--- src/rtl/mem_port_arbiter.sv ---
// Arbiter that lets the fetch and load/store stages share one single-ported memory.
// Define ARB_TIMEOUT_EN to add a watchdog that aborts a stuck transaction and pulses err.
module mem_port_arbiter #(
   parameter int STARVE_LIMIT   = 4,
   parameter int TIMEOUT_CYCLES = 64
) (
   input  logic        clk,
   input  logic        reset,
   input  logic        if_req,
   input  logic [31:0] if_addr,
   output logic [31:0] if_rdata,
   output logic        if_valid,
   input  logic        dm_req,
   input  logic        dm_we,
   input  logic [31:0] dm_addr,
   input  logic [31:0] dm_wdata,
   input  logic [3:0]  dm_wstrb,
   output logic [31:0] dm_rdata,
   output logic        dm_valid,
   output logic        mem_req,
   output logic        mem_we,
   output logic [31:0] mem_addr,
   output logic [31:0] mem_wdata,
   output logic [3:0]  mem_wstrb,
   input  logic        mem_gnt,
   input  logic        mem_rvalid,
   input  logic [31:0] mem_rdata,
   output logic        stall_if,
   output logic        stall_mem,
   output logic        err
);

   typedef enum logic [1:0] {IDLE, ISSUE, WAIT, DONE} stateT;

   stateT       state;
   logic        ownerIf;
   logic [3:0]  starveCnt;
   logic        dmWins;
   logic        respHit;
   logic        timeoutHit;
   logic [31:0] doneData;

`ifdef ARB_TIMEOUT_EN
   localparam int TO_W = $clog2(TIMEOUT_CYCLES + 1);
   logic [TO_W-1:0] toCnt;
`endif

   assign stall_if  = if_req & ~if_valid;
   assign stall_mem = dm_req & ~dm_valid;

   // Data wins as the older instruction unless fetch has already waited out its quota.
   assign dmWins = dm_req && !(if_req && (starveCnt == 4'(STARVE_LIMIT)));

   always_comb begin
      respHit    = (state == WAIT) && mem_rvalid;
      timeoutHit = 1'b0;
`ifdef ARB_TIMEOUT_EN
      timeoutHit = ((state == ISSUE) || (state == WAIT)) &&
                   (toCnt == TO_W'(TIMEOUT_CYCLES - 1));
`endif
      doneData   = (respHit && !mem_we) ? mem_rdata : 32'd0;
   end

   always_ff @(posedge clk or posedge reset) begin
      if (reset) begin
         state     <= IDLE;
         ownerIf   <= 1'b1;
         starveCnt <= '0;
         mem_req   <= 1'b0;
         mem_we    <= 1'b0;
         mem_addr  <= '0;
         mem_wdata <= '0;
         mem_wstrb <= '0;
         if_valid  <= 1'b0;
         dm_valid  <= 1'b0;
         if_rdata  <= '0;
         dm_rdata  <= '0;
`ifdef ARB_TIMEOUT_EN
         toCnt     <= '0;
         err       <= 1'b0;
`endif
      end else begin
         if_valid <= 1'b0;
         dm_valid <= 1'b0;
         if_rdata <= '0;
         dm_rdata <= '0;
`ifdef ARB_TIMEOUT_EN
         err <= 1'b0;
         if ((state == ISSUE) || (state == WAIT)) toCnt <= toCnt + 1'b1;
         else                                     toCnt <= '0;
`endif
         case (state)
            IDLE: begin
               if (dmWins) begin
                  ownerIf   <= 1'b0;
                  mem_req   <= 1'b1;
                  mem_we    <= dm_we;
                  mem_addr  <= dm_addr;
                  mem_wdata <= dm_wdata;
                  mem_wstrb <= dm_wstrb;
                  if (if_req && (starveCnt < 4'(STARVE_LIMIT))) starveCnt <= starveCnt + 4'd1;
                  state     <= ISSUE;
               end else if (if_req) begin
                  ownerIf   <= 1'b1;
                  mem_req   <= 1'b1;
                  mem_we    <= 1'b0;
                  mem_addr  <= if_addr;
                  mem_wdata <= '0;
                  mem_wstrb <= '0;
                  starveCnt <= '0;
                  state     <= ISSUE;
               end
            end
            ISSUE: begin
               if (mem_gnt) begin
                  mem_req <= 1'b0;
                  state   <= WAIT;
               end
            end
            WAIT: ;
            DONE: state <= IDLE;
            default: state <= IDLE;
         endcase
         // Completion (real response or watchdog abort) overrides the per-state updates.
         if (respHit || timeoutHit) begin
            state    <= DONE;
            mem_req  <= 1'b0;
            if_valid <= ownerIf;
            dm_valid <= ~ownerIf;
            if (ownerIf) if_rdata <= doneData;
            else         dm_rdata <= doneData;
`ifdef ARB_TIMEOUT_EN
            err <= timeoutHit && !respHit;
`endif
         end
      end
   end

`ifndef ARB_TIMEOUT_EN
   assign err = 1'b0;
`endif

endmodule
--- config.mk ---
export PLATFORM = sky130hd
export DESIGN_NAME = mem_port_arbiter
export DESIGN_NICKNAME = d
export VERILOG_FILES = /design/src/rtl/mem_port_arbiter.sv
export SDC_FILE = /design/constraint.sdc
export NUM_CORES = 1
export LEC_CHECK = 0
export ABC_AREA = 1
export ABC_CLOCK_PERIOD_IN_PS = 7420
export CORE_MARGIN = 2
export CORE_UTILIZATION = 35
export CTS_CLUSTER_DIAMETER = 150
export DETAILED_ROUTE_END_ITERATION = 7
export HOLD_SLACK_MARGIN = 0.15
export PLACE_DENSITY = 0.69
export SKIP_CTS_REPAIR_TIMING = 1
export SYNTH_ARGS = -nofsm -noshare
export SYNTH_HDL_FRONTEND = slang
export SYNTH_SLANG_ARGS = --single-unit
--- constraint.sdc ---
create_clock -name clk -period 7.42 [get_ports clk]
set_input_delay 0.742 -clock clk [delete_from_list [all_inputs] [get_ports clk]]
set_output_delay 0.742 -clock clk [all_outputs]
set_load 0.1 [all_outputs]
* Yosys cells after proc, flatten, opt, wreduce, memory -nomap -nowiden
Index checks and enable logic that the tools add are counted.
** Operators by class
- Add/sub/neg operators :: 1
- Magnitude comparators :: 1
- Eq/ne operators :: 7
- Multiplexer cells :: 28
- Bitwise operators :: 5
- Reduce and logical (&&, ||, !) cells :: 15
** Operator list (number)
- $mux W32 :: 9
- $mux W4 :: 4
- $mux W1 :: 9
- $reduce_and A3 Y1 :: 3
- $mux W2 :: 4
- $pmux W2 S3 :: 1
- $logic_and A1 B1 Y1 :: 5
- $add A4 B1 Y4 const B :: 1
- $eq A2 B2 Y1 const B :: 2
- $eq A4 B3 Y1 const B :: 1
- $lt A4 B3 Y1 const B :: 1
- $ne A4 B4 Y1 const B :: 1
- $reduce_bool A4 Y1 :: 1
- $ne A3 B3 Y1 const B :: 1
- $not A1 Y1 :: 3
- $reduce_bool A3 Y1 :: 1
- $and A1 B1 Y1 :: 2
- $eq A2 B1 Y1 const B :: 1
- $logic_not A1 Y1 :: 2
- $logic_not A2 Y1 :: 1
- $ne A2 B1 Y1 const B :: 1
- $pmux W1 S2 :: 1
- $reduce_and A2 Y1 :: 1
- $reduce_bool A2 Y1 :: 1
** Storage, ports and cells
- Flip-flop bits (word level) :: 143
- Input bits :: 139
- Output and inout bits :: 139

* Longest topological paths before layout
- Word-level depth :: 7
- Gate-level depth with buffers :: 11

* Least setup slack after synthesis
Ideal clock, no wire load.
- Kind :: input port to output port
- Start point :: in dm_req
- End point :: out stall_mem
- Arrival time :: 2184 ps
- Required time :: 6678 ps
- Setup slack :: 4494 ps
- Stages on the path :: 3
- Buffers on the path :: 1
- Path through :: buf_4 -> inv_1 -> nor2_1
** Between the ends
- Word-level cells in the longest chain between the ends :: 1
** Ends and longest elaborated chain
- from (decl) :: line 13 : input logic dm_req,
- $and A1 B1 Y1 :: line 49 : assign stall_mem = dm_req & ~dm_valid;
- to (decl) :: line 29 : output logic stall_mem,
Every way passes these cells.

* Final worst setup path
Same ends and word-level chain as after synthesis.

==> qor_table.md <==
| Item | Value | Unit |
|:---|:---|:---|
| Setup-failing EPs final | 0 | - |
| Post-synth cell types | 26 | - |
| Floorplan core area | 17,300 | um2 |
| Avg Cell Area, Syn | 9.17 | um2 |
| Cell Chain, Critical Path | clkdlybuf4s50_1 -> buf_4 -> inv_1 -> nor2_1 -> clkdlybuf4s50_1 | - |
| Proportion of register bits with asynchronous set or reset after synthesis | 1.00 | - |
| Area added between synthesis and finish | 56.3 | % |
| Area share of the largest cell type after synthesis | 0.574 | - |
| CP max FO | 36 | - |
| Largest net degree at the start of global routing | 80 | - |
| Worst slew slack as a fraction of its limit | 0.276 | - |
| Number of placed I/O pins | 278 | - |
| Crit share post-route | 0.497 | - |
| Worst r2r dst | mem_wdata[15]$_DFFE_PP0P_ | - |
| Number of warnings printed during yosys synthesis | 0 | - |
| Largest voltage drop on the vdd net | 328 | uV |
| Pre-Repair DR Iteration Count | 4 | - |
| Post-DR vias/cell | 4.40 | - |
| Overall fraction of global-route tracks in use | 0.191 | - |
| Post-layout utilization of the core | 0.559 | - |
| Worst-path cell with the longest stage delay | clkdlybuf4s50_1 | - |
| Setup repair after global routing missed its margin | no | - |
| Sequential area share after synthesis | 0.578 | - |
| Post-Route Setup TNS | 0 | ns |
| Initial antenna violation count | 0 | - |
| Status | finished, final reports clean | - |
| Hold Crit Endpoint | mem_addr[10]$_DFFE_PP0P_ | - |
| Critical path required time | 6.68 | ns |
| Crit path capture type | primary output | - |
| Syn nets | 816 | - |
| First-pass GRT wire length | 27,300 | um |
| Total detailed-routing wirelength | 17,400 | um |
| Vias | 5,171 | - |
| FF/Latch Area | 3580 | um2 |
| TritonCTS sink count | 143 | - |
| Dominant cell type by area after synthesis | dfrtp_1 | - |
| Worst Path Arrival | 2.95 | ns |
| Via count of the first global-routing pass | 5,103 | - |
| Grt total ovfl | 0 | - |
| Initial detailed-routing violation count | 240 | - |
| Number of flops mapped to enable cells by yosys | 0 | - |
| Clock tree buffer depth | 2 | - |
| Final max-slew violation count | 0 | - |
| Average routed wire per standard cell | 14.8 | um |
| DRC violations left | 0 | - |
| Horizontal die dimension | 137 | um |
| Logic depth of the worst register-to-register path | 7 | - |
| Multi-input logic area | 1960 | um2 |
| Most Frequent Cell on Critical Path | clkdlybuf4s50_1 | - |
| Die height | 137 | um |
| Start point of the worst min-delay path | mem_addr[10]$_DFFE_PP0P_ | - |
| Most instantiated flip-flop cell in the synthesis netlist | dfrtp_1 | - |
| Standard-cell rows | 48 | - |
| Number of fill cells in the layout | 1,565 | - |
| Type of the worst setup path | in -> out | - |
| Initial core utilization | 0.358 | - |
| Overall die area | 18,800 | um2 |
| Number of flip-flops and latches in the synthesized netlist | 143 | - |
| Routability-driven placement congestion ratio | 0.825 | - |
| Count of port buffers added during placement | 276 | - |
| Half-perimeter wire length after detailed placement | 11,900 | um |
| Share of post-route cells with drive strength above 1 | 0.115 | - |
| Hold path cells | 2 | - |
| Clock buffer count from CTS | 17 | - |
| CP startpoint kind | input port | - |
| Top post-synthesis cells by count | 224 x nand2_1, 142 x dfrtp_1, 106 x inv_1 | - |
| Layout Skew | 0.0104 | ns |
| Fin crit period | 3.69 | ns |
| Max-cap violation count | 0 | - |
| Cell area after technology mapping | 6190 | um2 |
| Antenna viol nets, final | 0 | - |
| Max Freq | 271 | MHz |
| Most area-consuming cells after synthesis | dfrtp_1 57%, nand2_1 14%, nor3_2 9.7%, inv_1 6.4%, nand3_1 5.3% | - |
| Post-Synthesis Cells | 675 | - |
| Slowest Stage Delay on Critical Path | 1.17 | ns |
| Source-to-sink clock delay at the later pin of the worst-skew pair | 0.42 | ns |
| CTS H-Tree Depth | 4 | - |
| Path category of the worst min-delay check | reg -> reg | - |
| Slack of the worst reg-to-reg path | 4.95 | ns |
| Most frequently used cell type in the post-synthesis netlist | nand2_1 | - |
| Final Net Count | 1,077 | - |
| Number of antenna cells inserted | 0 | - |
| Standby leakage power | 4.81 | nW |
| Power density over the cells | 462 | nW/um2 |
| Worst r2r src | state[0]$_DFFE_PP0P_ | - |
| CTS tree | built | - |
| Count of final hold-check violations | 0 | - |
| Post-route total power | 0.00447 | W |
| Actual slew at the worst max-slew pin | 1.09 | ns |
| Master cell of the clock root buffer | clkbuf_16 | - |
| Clock slew seen by the registers of the worst setup and hold paths | 0.06 | ns |
==> worst max path at each step <==
stage,start,end,slack (ns),depth (start not counted)
6_report,dm_req,stall_mem,3.73,5
5_1_grt,dm_req,stall_mem,3.58,5
4_1_cts,dm_req,stall_mem,3.71,5
3_5_place_dp,dm_req,stall_mem,3.71,5
3_3_place_gp,dm_req,stall_mem,3.73,5
2_1_floorplan,reset,dm_rdata[0]$_DFF_PP0_,2.84,1
==> logic make-up (layout without fill, tap and decap cells) <==
family                   Yosys count  after routing  synth area share
AND/OR/NAND/NOR                  374            374             0.306
buffers and inverters            150            424             0.106
flip-flops                       143            143             0.578
AO/OA/AOI/OAI                      4              4           0.00364
adder cells (fa/ha/maj)            2              2           0.00404
other                              1              1          0.000606
XOR/XNOR                           1              1           0.00141
==> cell usage in the layout, fill, tap and decap left out, drive strengths merged, types with 2 or more instances in the layout <==
master and instances:
nor2 15, clkbuf 17, ha 2, nand2 225, inv 115, buf 5
a21oi 2, nor3 64, dfrtp 142, clkinv 7, nand3 66, bufinv 4
clkdlybuf4s50 276, nand4 3
==> through the flow <==
step | setup slack (ns) | cell area, um2 | instances | hold WS, ns
after detailed placement | 3.71 | 9040 | 1142 | 0.459
after CTS | 3.71 | 9680 | 1174 | 0.479
after global routing | 3.58 | 9680 | 1174 | 0.497
after global placement | 3.73 | 9040 | 1142 | 0.460
final | 3.73 | 9680 | 1174 | 0.476
after floorplan | 2.84 | 6190 | 675 | 0.475
==> state kept, by name, summed over array words and instances, names as in the netlist <==
| signal | flops |
|---|---|
| starveCnt | 4 |
| mem_wstrb | 4 |
| dm_valid | 1 |
| mem_we | 1 |
| mem_req | 1 |
| mem_addr | 32 |
| dm_rdata | 32 |
| if_valid | 1 |
| state | 2 |
| mem_wdata | 32 |
| if_rdata | 32 |
| ownerIf | 1 |
==> layer usage <==
layer | wire length [um] | up-vias | GRT usage
met5 | 0 | - | 0
met4 | 393 | 0 | 0.0687
met3 | 1480 | 26 | 0.0789
met2 | 8450 | 168 | 0.306
met1 | 7080 | 2405 | 0.233
li1 | - | 2572 | -
==> layout make-up <==
| cell class | count | area share |
|---|---|---|
| inverter | 111 | 0.0436 |
| clock inverter | 15 | 0.0212 |
| tap | 225 | 0.0291 |
| multi-input combinational | 382 | 0.203 |
| timing repair buffer | 281 | 0.289 |
| clock buffer | 17 | 0.0440 |
| sequential | 143 | 0.370 |
==> power by group <==
| group | internal [W] | switching, W |
|---|---|---|
| logic | 0.000523 | 0.00190 |
| registers | 0.000988 | 0.000148 |
| clock network | 0.000568 | 0.000344 |
| total | 0.00208 | 0.00239 |
==> critical path, delay by kind of cell <==
family	cells	cell delay, ns
and+or+nand+nor	1	0.11
buffers and inverters	4	2.09
Power figures use the tool's default switching activity.
